$ cat src/rtl/ram_rw_seq_pkg.sv
// Shared types, default geometry and the expected-data pattern for the RAM
// write/read sequencer and its read checker.
package ram_test_pkg;

   localparam int DEPTH_DEF  = 64;
   localparam int AW_DEF     = 6;
   localparam int DW_DEF     = 8;
   localparam int RD_LAT_MAX = 3;

   typedef enum logic [2:0] {
      IDLE,
      WRITE,
      GAP,
      READ,
      DRAIN,
      DONE
   } state_t;

   // Callers truncate the 32-bit sum to DW bits, which gives the mod 2**DW wrap.
   function automatic logic [31:0] exp_data(input logic [31:0] addr, input logic [31:0] seed);
      return addr + seed;
   endfunction

endpackage

$ cat src/rtl/ram_rw_seq_if.sv
// Write/read port bundle between the sequencer (master) and the dual-port RAM (slave).
interface ram_rw_seq_if
   import ram_test_pkg::*;
#(
   parameter int AW = AW_DEF,
   parameter int DW = DW_DEF
);
   logic          ram_wr_en;
   logic [AW-1:0] ram_wr_addr;
   logic [DW-1:0] ram_wr_data;
   logic          ram_rd_en;
   logic [AW-1:0] ram_rd_addr;
   logic [DW-1:0] ram_rd_data;

   modport master (
      output ram_wr_en, ram_wr_addr, ram_wr_data, ram_rd_en, ram_rd_addr,
      input  ram_rd_data
   );

   modport slave (
      input  ram_wr_en, ram_wr_addr, ram_wr_data, ram_rd_en, ram_rd_addr,
      output ram_rd_data
   );
endinterface

$ cat src/rtl/ram_rw_seq_rd_checker.sv
// Delays each read request by the RAM latency and compares the returned word
// with the expected pattern; mismatch_o is a combinational per-cycle strobe.
module ram_rd_checker
   import ram_test_pkg::*;
#(
   parameter int AW     = AW_DEF,
   parameter int DW     = DW_DEF,
   parameter int RD_LAT = 1
) (
   input  logic          clk,
   input  logic          rst_n,
   input  logic          rd_en_i,
   input  logic [AW-1:0] rd_addr_i,
   input  logic [DW-1:0] rd_data_i,
   input  logic [DW-1:0] seed_i,
   output logic          mismatch_o
);

   logic [RD_LAT-1:0]         vld_q;
   logic [RD_LAT-1:0][AW-1:0] addr_q;
   logic [DW-1:0]             exp_word;

   always_ff @(posedge clk or negedge rst_n) begin
      if (!rst_n) begin
         vld_q  <= '0;
         addr_q <= '0;
      end else begin
         vld_q[0]  <= rd_en_i;
         addr_q[0] <= rd_addr_i;
         for (int i = 1; i < RD_LAT; i++) begin
            vld_q[i]  <= vld_q[i-1];
            addr_q[i] <= addr_q[i-1];
         end
      end
   end

   // The last stage lines up with the cycle in which the RAM presents its data.
   assign exp_word   = DW'(exp_data(32'(addr_q[RD_LAT-1]), 32'(seed_i)));
   assign mismatch_o = vld_q[RD_LAT-1] && (rd_data_i != exp_word);

endmodule

$ cat src/rtl/ram_rw_seq.sv
// RAM test sequencer: fills every address with addr+seed, sweeps the read port
// over the same range, and reports done, a sticky error flag and an error count.
module ram_rw_seq
   import ram_test_pkg::*;
#(
   parameter int DEPTH  = DEPTH_DEF,
   parameter int AW     = AW_DEF,
   parameter int DW     = DW_DEF,
   parameter int RD_LAT = 1
) (
   input  logic          clk,
   input  logic          rst_n,
   input  logic          start,
   input  logic [DW-1:0] seed,
   ram_rw_seq_if.master  ram,
   output logic          busy,
   output logic          done,
   output logic          err_flag,
   output logic [AW:0]   err_cnt
);

   localparam logic [AW-1:0] LAST_ADDR  = AW'(DEPTH - 1);
   localparam logic [1:0]    DRAIN_LAST = 2'(RD_LAT - 1);
   localparam logic [AW:0]   CNT_MAX    = '1;

   state_t        state_q, state_d;
   logic          wr_en_q, wr_en_d;
   logic [AW-1:0] wr_addr_q, wr_addr_d;
   logic [DW-1:0] wr_data_q, wr_data_d;
   logic          rd_en_q, rd_en_d;
   logic [AW-1:0] rd_addr_q, rd_addr_d;
   logic          done_q, done_d;
   logic [DW-1:0] seed_q, seed_d;
   logic [1:0]    drain_q, drain_d;
   logic          err_flag_q, err_flag_d;
   logic [AW:0]   err_cnt_q, err_cnt_d;
   logic          mismatch;

   ram_rd_checker #(
      .AW     (AW),
      .DW     (DW),
      .RD_LAT (RD_LAT)
   ) u_checker (
      .clk        (clk),
      .rst_n      (rst_n),
      .rd_en_i    (rd_en_q),
      .rd_addr_i  (rd_addr_q),
      .rd_data_i  (ram.ram_rd_data),
      .seed_i     (seed_q),
      .mismatch_o (mismatch)
   );

   always_ff @(posedge clk or negedge rst_n) begin
      if (!rst_n) begin
         state_q    <= IDLE;
         wr_en_q    <= 1'b0;
         wr_addr_q  <= '0;
         wr_data_q  <= '0;
         rd_en_q    <= 1'b0;
         rd_addr_q  <= '0;
         done_q     <= 1'b0;
         seed_q     <= '0;
         drain_q    <= '0;
         err_flag_q <= 1'b0;
         err_cnt_q  <= '0;
      end else begin
         state_q    <= state_d;
         wr_en_q    <= wr_en_d;
         wr_addr_q  <= wr_addr_d;
         wr_data_q  <= wr_data_d;
         rd_en_q    <= rd_en_d;
         rd_addr_q  <= rd_addr_d;
         done_q     <= done_d;
         seed_q     <= seed_d;
         drain_q    <= drain_d;
         err_flag_q <= err_flag_d;
         err_cnt_q  <= err_cnt_d;
      end
   end

   always_comb begin
      state_d    = state_q;
      wr_en_d    = 1'b0;
      wr_addr_d  = wr_addr_q;
      wr_data_d  = wr_data_q;
      rd_en_d    = 1'b0;
      rd_addr_d  = rd_addr_q;
      done_d     = 1'b0;
      seed_d     = seed_q;
      drain_d    = drain_q;
      err_flag_d = err_flag_q;
      err_cnt_d  = err_cnt_q;

      if (mismatch) begin
         err_flag_d = 1'b1;
         if (err_cnt_q != CNT_MAX) begin
            err_cnt_d = err_cnt_q + (AW+1)'(1);
         end
      end

      // Outputs are computed one cycle ahead so enables, addresses and data are all registered.
      case (state_q)
         IDLE: begin
            if (start) begin
               state_d    = WRITE;
               seed_d     = seed;
               wr_en_d    = 1'b1;
               wr_addr_d  = '0;
               wr_data_d  = DW'(exp_data(32'd0, 32'(seed)));
               err_flag_d = 1'b0;
               err_cnt_d  = '0;
            end
         end
         WRITE: begin
            wr_addr_d = wr_addr_q + AW'(1);
            if (wr_addr_q == LAST_ADDR) begin
               state_d = GAP;
            end else begin
               wr_en_d   = 1'b1;
               wr_data_d = DW'(exp_data(32'(wr_addr_q + AW'(1)), 32'(seed_q)));
            end
         end
         GAP: begin
            state_d   = READ;
            rd_en_d   = 1'b1;
            rd_addr_d = '0;
         end
         READ: begin
            rd_addr_d = rd_addr_q + AW'(1);
            if (rd_addr_q == LAST_ADDR) begin
               state_d = DRAIN;
               drain_d = '0;
            end else begin
               rd_en_d = 1'b1;
            end
         end
         DRAIN: begin
            if (drain_q == DRAIN_LAST) begin
               state_d = DONE;
               done_d  = 1'b1;
            end else begin
               drain_d = drain_q + 2'd1;
            end
         end
         DONE: begin
            state_d = IDLE;
         end
         default: begin
            state_d = IDLE;
         end
      endcase
   end

   assign ram.ram_wr_en   = wr_en_q;
   assign ram.ram_wr_addr = wr_addr_q;
   assign ram.ram_wr_data = wr_data_q;
   assign ram.ram_rd_en   = rd_en_q;
   assign ram.ram_rd_addr = rd_addr_q;

   assign busy     = (state_q != IDLE);
   assign done     = done_q;
   assign err_flag = err_flag_q;
   assign err_cnt  = err_cnt_q;

endmodule

$ cat src/flat_wrapper.sv
// flat-port wrapper written by rule: the top's interface ports become plain ports
module ram_rw_seq_flat import ram_test_pkg::*;
#(
   parameter int DEPTH  = DEPTH_DEF,
   parameter int AW     = AW_DEF,
   parameter int DW     = DW_DEF,
   parameter int RD_LAT = 1
)
  (clk, rst_n, start, seed, busy, done, err_flag, err_cnt, ram_ram_wr_en, ram_ram_wr_addr, ram_ram_wr_data, ram_ram_rd_en, ram_ram_rd_addr, ram_ram_rd_data);
  ram_rw_seq_if #(.AW(AW), .DW(DW)) ram_i ();
  input  logic clk;
  input  logic rst_n;
  input  logic start;
  input  logic [DW-1:0] seed;
  output logic busy;
  output logic done;
  output logic err_flag;
  output logic [AW:0] err_cnt;
  output wire logic [$bits(ram_i.ram_wr_en)-1:0] ram_ram_wr_en;
  output wire logic [$bits(ram_i.ram_wr_addr)-1:0] ram_ram_wr_addr;
  output wire logic [$bits(ram_i.ram_wr_data)-1:0] ram_ram_wr_data;
  output wire logic [$bits(ram_i.ram_rd_en)-1:0] ram_ram_rd_en;
  output wire logic [$bits(ram_i.ram_rd_addr)-1:0] ram_ram_rd_addr;
  input wire logic [$bits(ram_i.ram_rd_data)-1:0] ram_ram_rd_data;
  assign ram_ram_wr_en = ram_i.ram_wr_en;
  assign ram_ram_wr_addr = ram_i.ram_wr_addr;
  assign ram_ram_wr_data = ram_i.ram_wr_data;
  assign ram_ram_rd_en = ram_i.ram_rd_en;
  assign ram_ram_rd_addr = ram_i.ram_rd_addr;
  assign ram_i.ram_rd_data = ram_ram_rd_data;
  ram_rw_seq #(.DEPTH(DEPTH), .AW(AW), .DW(DW), .RD_LAT(RD_LAT)) u_core (.clk(clk), .rst_n(rst_n), .start(start), .seed(seed), .ram(ram_i), .busy(busy), .done(done), .err_flag(err_flag), .err_cnt(err_cnt));
endmodule
$ cat config.mk
export PLATFORM = sky130hd
export DESIGN_NAME = ram_rw_seq_flat
export DESIGN_NICKNAME = d
export VERILOG_FILES = /design/src/rtl/ram_rw_seq_pkg.sv /design/src/rtl/ram_rw_seq_if.sv /design/src/rtl/ram_rw_seq_rd_checker.sv /design/src/rtl/ram_rw_seq.sv /design/src/flat_wrapper.sv
export SDC_FILE = /design/constraint.sdc
export NUM_CORES = 1
export LEC_CHECK = 0
export ABC_AREA = 1
export CORE_ASPECT_RATIO = 0.7
export CORE_MARGIN = 1
export CORE_UTILIZATION = 57
export DETAILED_ROUTE_END_ITERATION = 6
export PLACE_DENSITY = 0.84
export SYNTH_ARGS = -nofsm -noshare
export SYNTH_HDL_FRONTEND = slang
export SYNTH_SLANG_ARGS = --single-unit
export TNS_END_PERCENT = 10
$ cat constraint.sdc
create_clock -name clk -period 5.5 [get_ports clk]
set_clock_uncertainty 0.2 [all_clocks]
set_input_delay 1.1 -clock clk [delete_from_list [all_inputs] [get_ports clk]]
set_output_delay 1.1 -clock clk [all_outputs]
set_load 0.05 [all_outputs]
# [Word level (Yosys, flattened, before mapping)]
# Index checks and enable logic that the tools add are counted.
[totals] ff_bits=51 elab_cells=74
[classes] n_addsub=7 n_eq_ne=14 n_mux=28 reduce_logical=12
[op_table] cell="7-bit 2-to-1 mux" n=4
[op_table] cell="6-bit one-hot mux with 2 select lines" n=2
[op_table] cell="8-bit 2-to-1 mux" n=2
[op_table] cell="8-bit one-hot mux with 2 select lines" n=1
[op_table] cell="3-bit one-hot mux with 5 select lines" n=1
[op_table] cell="6-bit by 1-bit adder with 6-bit output, second input constant" n=2
[op_table] cell="6-bit == test, second input constant" n=2
[op_table] cell="3-bit 2-to-1 mux" n=4
[op_table] cell="6-bit by 8-bit adder with 8-bit output" n=1
[op_table] cell="8-bit adder" n=1
[op_table] cell="1-bit 2-to-1 mux" n=8
[op_table] cell="8-bit inequality test" n=1
[op_table] cell="6-bit by 1-bit adder with 7-bit output, second input constant" n=1
[op_table] cell="7-bit by 1-bit adder with 7-bit output, second input constant" n=1
[op_table] cell="7-bit inequality test, second input constant" n=1
[op_table] cell="3-bit by 2-bit == test with 1-bit output, second input constant" n=2
[op_table] cell="6-bit 2-to-1 mux" n=1
[op_table] cell="2-bit by 1-bit inequality test with 1-bit output, second input constant" n=3
[op_table] cell="2-bit inequality test, second input constant" n=3
[op_table] cell="3-bit AND reduction" n=2
[op_table] cell="2-bit nonzero test" n=3
[op_table] cell="2-bit 2-to-1 mux" n=2
[op_table] cell="1-bit one-hot mux with 2 select lines" n=2
[op_table] cell="2-bit one-hot mux with 2 select lines" n=1
[op_table] cell="9 further kinds" n=10

# [Logic depth before layout (Yosys ltp)]
[logic_depth] word_depth=6 depth_mapped=13 depth_no_buf=13

# [Modules after synthesis]
# Synthesis repeated with hierarchy kept, for this count alone.
[unflattened] hier_cells=418 area_unflattened_um2=3103.0
[by_module_without_submodules] module="ram_rw_seq" instances=1 cells_each=311 area_per_inst_um2=2419.8 seq_area_each_um2=1101.1
[by_module_without_submodules] module="ram_rd_checker" instances=1 cells_each=107 area_per_inst_um2=683.2 seq_area_each_um2=175.2

# [Worst setup path before layout]
# Ideal clock, no wire load.
[synth_timing] path_type="reg2reg" startpoint="register u_core.wr_addr_q[0] (netlist: u_core.ram.ram_wr_addr[0])" endpoint="register u_core.wr_data_q[5] (netlist: u_core.ram.ram_wr_data[5])" arrival_time_ns=2.213 setup_slack_ns=3.010 path_stages_with_launch=12 period_less_slack_ns=2.490 cell_sequence="dfrtp_1 > ha_1 > xor2_1 > ha_1 > a21oi_1 > nand2_1 > nand2_1 > nand2_1 > a21oi_1 > xor2_1 > nand2_1 > a21oi_1"
[synth_via] elab_chain_len=4 elab_cells_between_ends=7 cone_classes="add/sub: 2; eq/ne: 2; mux: 2; reduce/logical: 1"
[synth_lines] element="start: declaration" line_no="ram_rw_seq.sv:28" source="logic [AW-1:0] wr_addr_q, wr_addr_d;"
[synth_lines] element="start signal: assignment" line_no="ram_rw_seq.sv:69" source="wr_addr_q <= wr_addr_d;"
[synth_lines] element="6-bit by 1-bit adder with 7-bit output" line_no="ram_rw_seq.sv:120" source="wr_data_d = DW'(exp_data(32'(wr_addr_q + AW'(1)), 32'(seed_q)));"
[synth_lines] element="8-bit adder" line_no="ram_rw_seq_pkg.sv:21" source="return addr + seed;"
[synth_lines] element="8-bit 2-to-1 mux" line_no="ram_rw_seq.sv:116" source="if (wr_addr_q == LAST_ADDR) begin"
[synth_lines] element="8-bit one-hot mux with 2 select lines" line_no="ram_rw_seq.sv:102" source="case (state_q)"
[synth_lines] element="end signal: assignment" line_no="ram_rw_seq.sv:70" source="wr_data_q <= wr_data_d;"
[synth_lines] element="end: declaration" line_no="ram_rw_seq.sv:29" source="logic [DW-1:0] wr_data_q, wr_data_d;"
# Several ways; a longest one is shown, not always the timed one. The select of a mux whose other input is x is not followed.
# A chain may end at the register's enable or synchronous reset.

# [Worst setup path in the final report]
[layout_timing] startpoint="register u_core.state_q[1]" endpoint="output port busy"
[layout_via] elab_chain_len=1
[layout_lines] element="start: declaration" line_no="ram_rw_seq.sv:26" source="state_t state_q, state_d;"
[layout_lines] element="start signal: assignment" line_no="ram_rw_seq.sv:67" source="state_q <= state_d;"
[layout_lines] element="3-bit nonzero test" line_no="ram_rw_seq.sv:160" source="assign busy = (state_q != IDLE);"
[layout_lines] element="end: declaration" line_no="flat_wrapper.sv:15" source="output logic busy;"
# Every way passes these cells.

==> results.sh <==
export IMPL_outcome="finished, final reports clean"
export IMPL_dpl_worst_slack_ns=2.436
export IMPL_htree_levels=2
export IMPL_synthMuxAreaShare_pct=0
export IMPL_fin_tns_setup_ns=0
export IMPL_wl_per_cell_um=12.98
export IMPL_ys_seq_area_share_pct=42.45
export IMPL_cp_arrival_ns=1.84
export IMPL_grtUsageMet3_pct=4.491
export IMPL_postRouteAntennaNets=0
export IMPL_synth_edff_count=0
export IMPL_ctsResizeCount=0
export IMPL_min_period_ns=3.138
export IMPL_die_area_um2=5574
export IMPL_gr_usage_all_layers_pct=26.41
export IMPL_setup_viol=0
export IMPL_syn_inst=378
export IMPL_power_density_nw_per_um2=671.3
export IMPL_yosysMostFrequentCell="nand2_1"
export IMPL_placementRows=21
export IMPL_seq_power_share_pct=28.1
export IMPL_slowest_delay_ns=0.82
export IMPL_ys_flop_type="dfrtp_1"
export IMPL_drc=0
export IMPL_hp_class="flop to flop"
export IMPL_viasPerCell=5.263
export IMPL_synth_top_cells_by_area="dfrtp_1 (42%), nand2_1 (13%), inv_1 (7.4%)"
export IMPL_path_buf_inv=3
export IMPL_grtUsageMet1_pct=39.84
export IMPL_cp_end_kind="output port"
export IMPL_cts_root_buf="clkbuf_8"
export IMPL_clock_path_buffers=2
export IMPL_rsz0062_at_grt="no"
export IMPL_gp_congestion=0.9042
export IMPL_sw_frac_of_total_pct=50.89
export IMPL_p_comb_share_pct=61.5
export IMPL_maxSlewViolCount=0
export IMPL_synth_top_family_by_area="simple AND/OR/NAND/NOR gates"
export IMPL_synth_compound_area_share_pct=9.488
export IMPL_syn_num_nets=416
export IMPL_initial_utilization_pct=61.19
export IMPL_ys_ff_latch=51
export IMPL_required_ns=4.20
export IMPL_portBuffers=50
export IMPL_final_cells=501
export IMPL_wl_um=6502
export IMPL_vias=2637
export IMPL_use_met2_pct=39.42
export IMPL_fp_dieW_um=88.81
export IMPL_power_leakage_nw=1.893
export IMPL_die_h_um=62.77
export IMPL_critPathLaunchType="flop"
export IMPL_clock_fmax_mhz=318.7
export IMPL_grt_start_max_net_pins=52
export IMPL_synth_adder_area_share_pct=8.406
export IMPL_placed_cells=494
export IMPL_grt_ovfl_total=0
export IMPL_dr_pass1_iters=5
export IMPL_cp_cell_sequence="nor2_1, inv_1, nor2_1, inv_1, clkdlybuf4s50_1"
export IMPL_intPower_mw=1.212
export IMPL_layout_drive_gt1_share_pct=6.019
export IMPL_synthArstFlopShare_pct=100.0
export IMPL_post_cts_buffers=0
export IMPL_max_slew_worst_pin_slew_ns=0.6514
export IMPL_post_route_period_util_pct=57.06
export IMPL_setup_slack_ns=2.362
export IMPL_yosysWarnings=0
export IMPL_num_io_pins=51
export IMPL_drt_iter0_drc=204
export IMPL_cts_tree="yes"
export IMPL_area_growth_pct=22.31
export IMPL_clkPwrFrac_pct=10.4
export IMPL_synth_top_area_share_pct=42.45
export IMPL_p_switching_mw=1.256
export IMPL_grt_pass1_vias=2475
export IMPL_grt_pass1_wl_um=11250
export IMPL_yosys_area_top_type="dfrtp_1"
export IMPL_synth_area_um2=3007
export IMPL_synthXorXnorAreaFrac_pct=4.952
export IMPL_grt_busiest_layer="met1"
export IMPL_core_um2=4913
export IMPL_ir_drop_uv=365.5
export IMPL_path_max_fanout=3
export IMPL_hpwl_um=5073
export IMPL_crit_family="buffers and inverters"
export IMPL_clock_sinks=51
export IMPL_synth_simple_area_share_pct=25.88
export IMPL_avgSynthCellArea_um2=7.954
export IMPL_nNetsFinal=470
export IMPL_timing_worst_setup_path_type="flop to output port"
export IMPL_final_hold_viol_count=0
export IMPL_cap_violations=0
export IMPL_num_antenna_cells=0
export IMPL_cts_buffers=5
export IMPL_insertion_delay_ns=0.31
export IMPL_cts_hold_buf=0
export IMPL_path_clk_slew_ns=0.09
export IMPL_antenna_found_initial=0
export IMPL_yosysUniqueCellTypes=37
export IMPL_slowest_stage="clkdlybuf4s50_1"
export IMPL_slew_limit_headroom_pct=56.44
export IMPL_netlist_top_cells_count="nand2_1 (101), inv_1 (59), dfrtp_1 (51), nor2_1 (34)"
==> flip-flops by register name, indices dropped and copies added (netlist names) <==
name / cells
u_core.seed_q: 8
u_core.u_checker.vld_q: 1
u_core.ram.ram_wr_data: 8
u_core.ram.ram_rd_en: 1
u_core.u_checker.addr_q: 6
u_core.drain_q: 2
u_core.ram.ram_wr_addr: 6
u_core.done: 1
u_core.err_cnt: 7
u_core.state_q: 3
u_core.ram.ram_wr_en: 1
u_core.err_flag: 1
u_core.ram.ram_rd_addr: 6
==> layout make-up <==
type                    instances  area [um2]
clock buffers                   5       68.82
well taps                      69       86.33
fillers                       382        1236
multi-input cells             261        1465
repair buffers                 51       503.0
inverters                      62       240.2
flip-flops and latches         51        1276
clock inverters                 2       37.54
==> layout by cell type, fill, tap and decap left out, types with 2 or more instances in the layout <==
cell / synthesis / final
xor2_1: 12 / 12
inv_1: 59 / 59
nand2_1: 101 / 101
a21oi_1: 15 / 15
nand2_2: 2 / 2
nor2_1: 34 / 34
nand3_1: 17 / 17
clkdlybuf4s50_1: 0 / 49
a22o_1: 2 / 2
nor3_1: 6 / 6
nor2_2: 4 / 4
dfrtp_1: 51 / 51
o21ai_0: 15 / 15
clkbuf_8: 0 / 5
a31oi_1: 4 / 4
fa_1: 2 / 2
ha_1: 17 / 17
o22ai_1: 2 / 2
nand4_1: 6 / 6
nor2_4: 3 / 3
o221ai_1: 2 / 2
o21a_1: 2 / 2
xnor2_1: 5 / 5
==> layer usage <==
metal / vias to the layer above / share of wire [%] / wire length, um
met3: 12 / 5.8 / 378
met4: 0 / 1.1 / 70
met2: 100 / 44 / 2887
li1: 1312 / - / -
met5: - / 0 / 0
met1: 1213 / 49 / 3165
==> power by group through the flow <==
stage | clock (mW) | sequential (mW) | combinational, mW
3_3_place_gp | 0 | 0.693 | 1.46
2_1_floorplan | 0 | 1.01 | 0.775
3_5_place_dp | 0 | 0.698 | 1.50
6_report | 0.257 | 0.693 | 1.52
4_1_cts | 0.262 | 0.692 | 1.51
5_1_grt | 0.281 | 0.715 | 1.67
==> logic make-up after synthesis <==
| kind of cell | count (synthesis) |
|---|---|
| AND/OR/NAND/NOR | 177 |
| buffers and inverters | 66 |
| flip-flops | 51 |
| AO/OA/AOI/OAI | 48 |
| adder cells (fa/ha/maj) | 19 |
| XOR/XNOR | 17 |
==> worst register-to-register path: cells and delay by family, from the launching register on <==
| kind | cells | cell delay (ns) |
|---|---|---|
| AND/OR/NAND/NOR | 4 | 0.35 |
| AO/OA/AOI/OAI | 3 | 0.45 |
| XOR/XNOR | 2 | 0.43 |
| adder cells (fa/ha/maj) | 2 | 0.59 |
| flip-flops | 1 | 0.45 |
==> final timing paths <==
check / endpoint / cells after the start / start / slack (ns)
max: busy / 5 / u_core.state_q[1] / 2.36
min: u_core.u_checker.addr_q[3] / 0 / u_core.ram.ram_rd_addr[3] / 0.24
max reg2reg: u_core.ram.ram_wr_data[5] / 11 / u_core.ram.ram_wr_addr[0] / 2.95
min reg2reg: u_core.u_checker.addr_q[3] / 0 / u_core.ram.ram_rd_addr[3] / 0.24
max in group asynchronous: u_core.u_checker.addr_q[2] / 2 / rst_n / 4.01
min in group asynchronous: u_core.ram.ram_wr_en / 2 / rst_n / 0.68
==> through the flow <==
| step | hold WS, ns | power (mW) | area (um2) | util [%] |
|---|---|---|---|---|
| after detailed placement | 0.2158 | 2.200 | 3571 | 72.68 |
| after global placement | 0.2068 | 2.153 | 3571 | 72.68 |
| after floorplan | 0.2419 | 1.781 | 3007 | - |
| after CTS | 0.2455 | 2.469 | 3677 | 74.84 |
| after global routing | 0.2796 | 2.668 | 3677 | 74.84 |
| final | 0.2439 | 2.469 | 3677 | 74.84 |
Power figures use the tool's default switching activity.
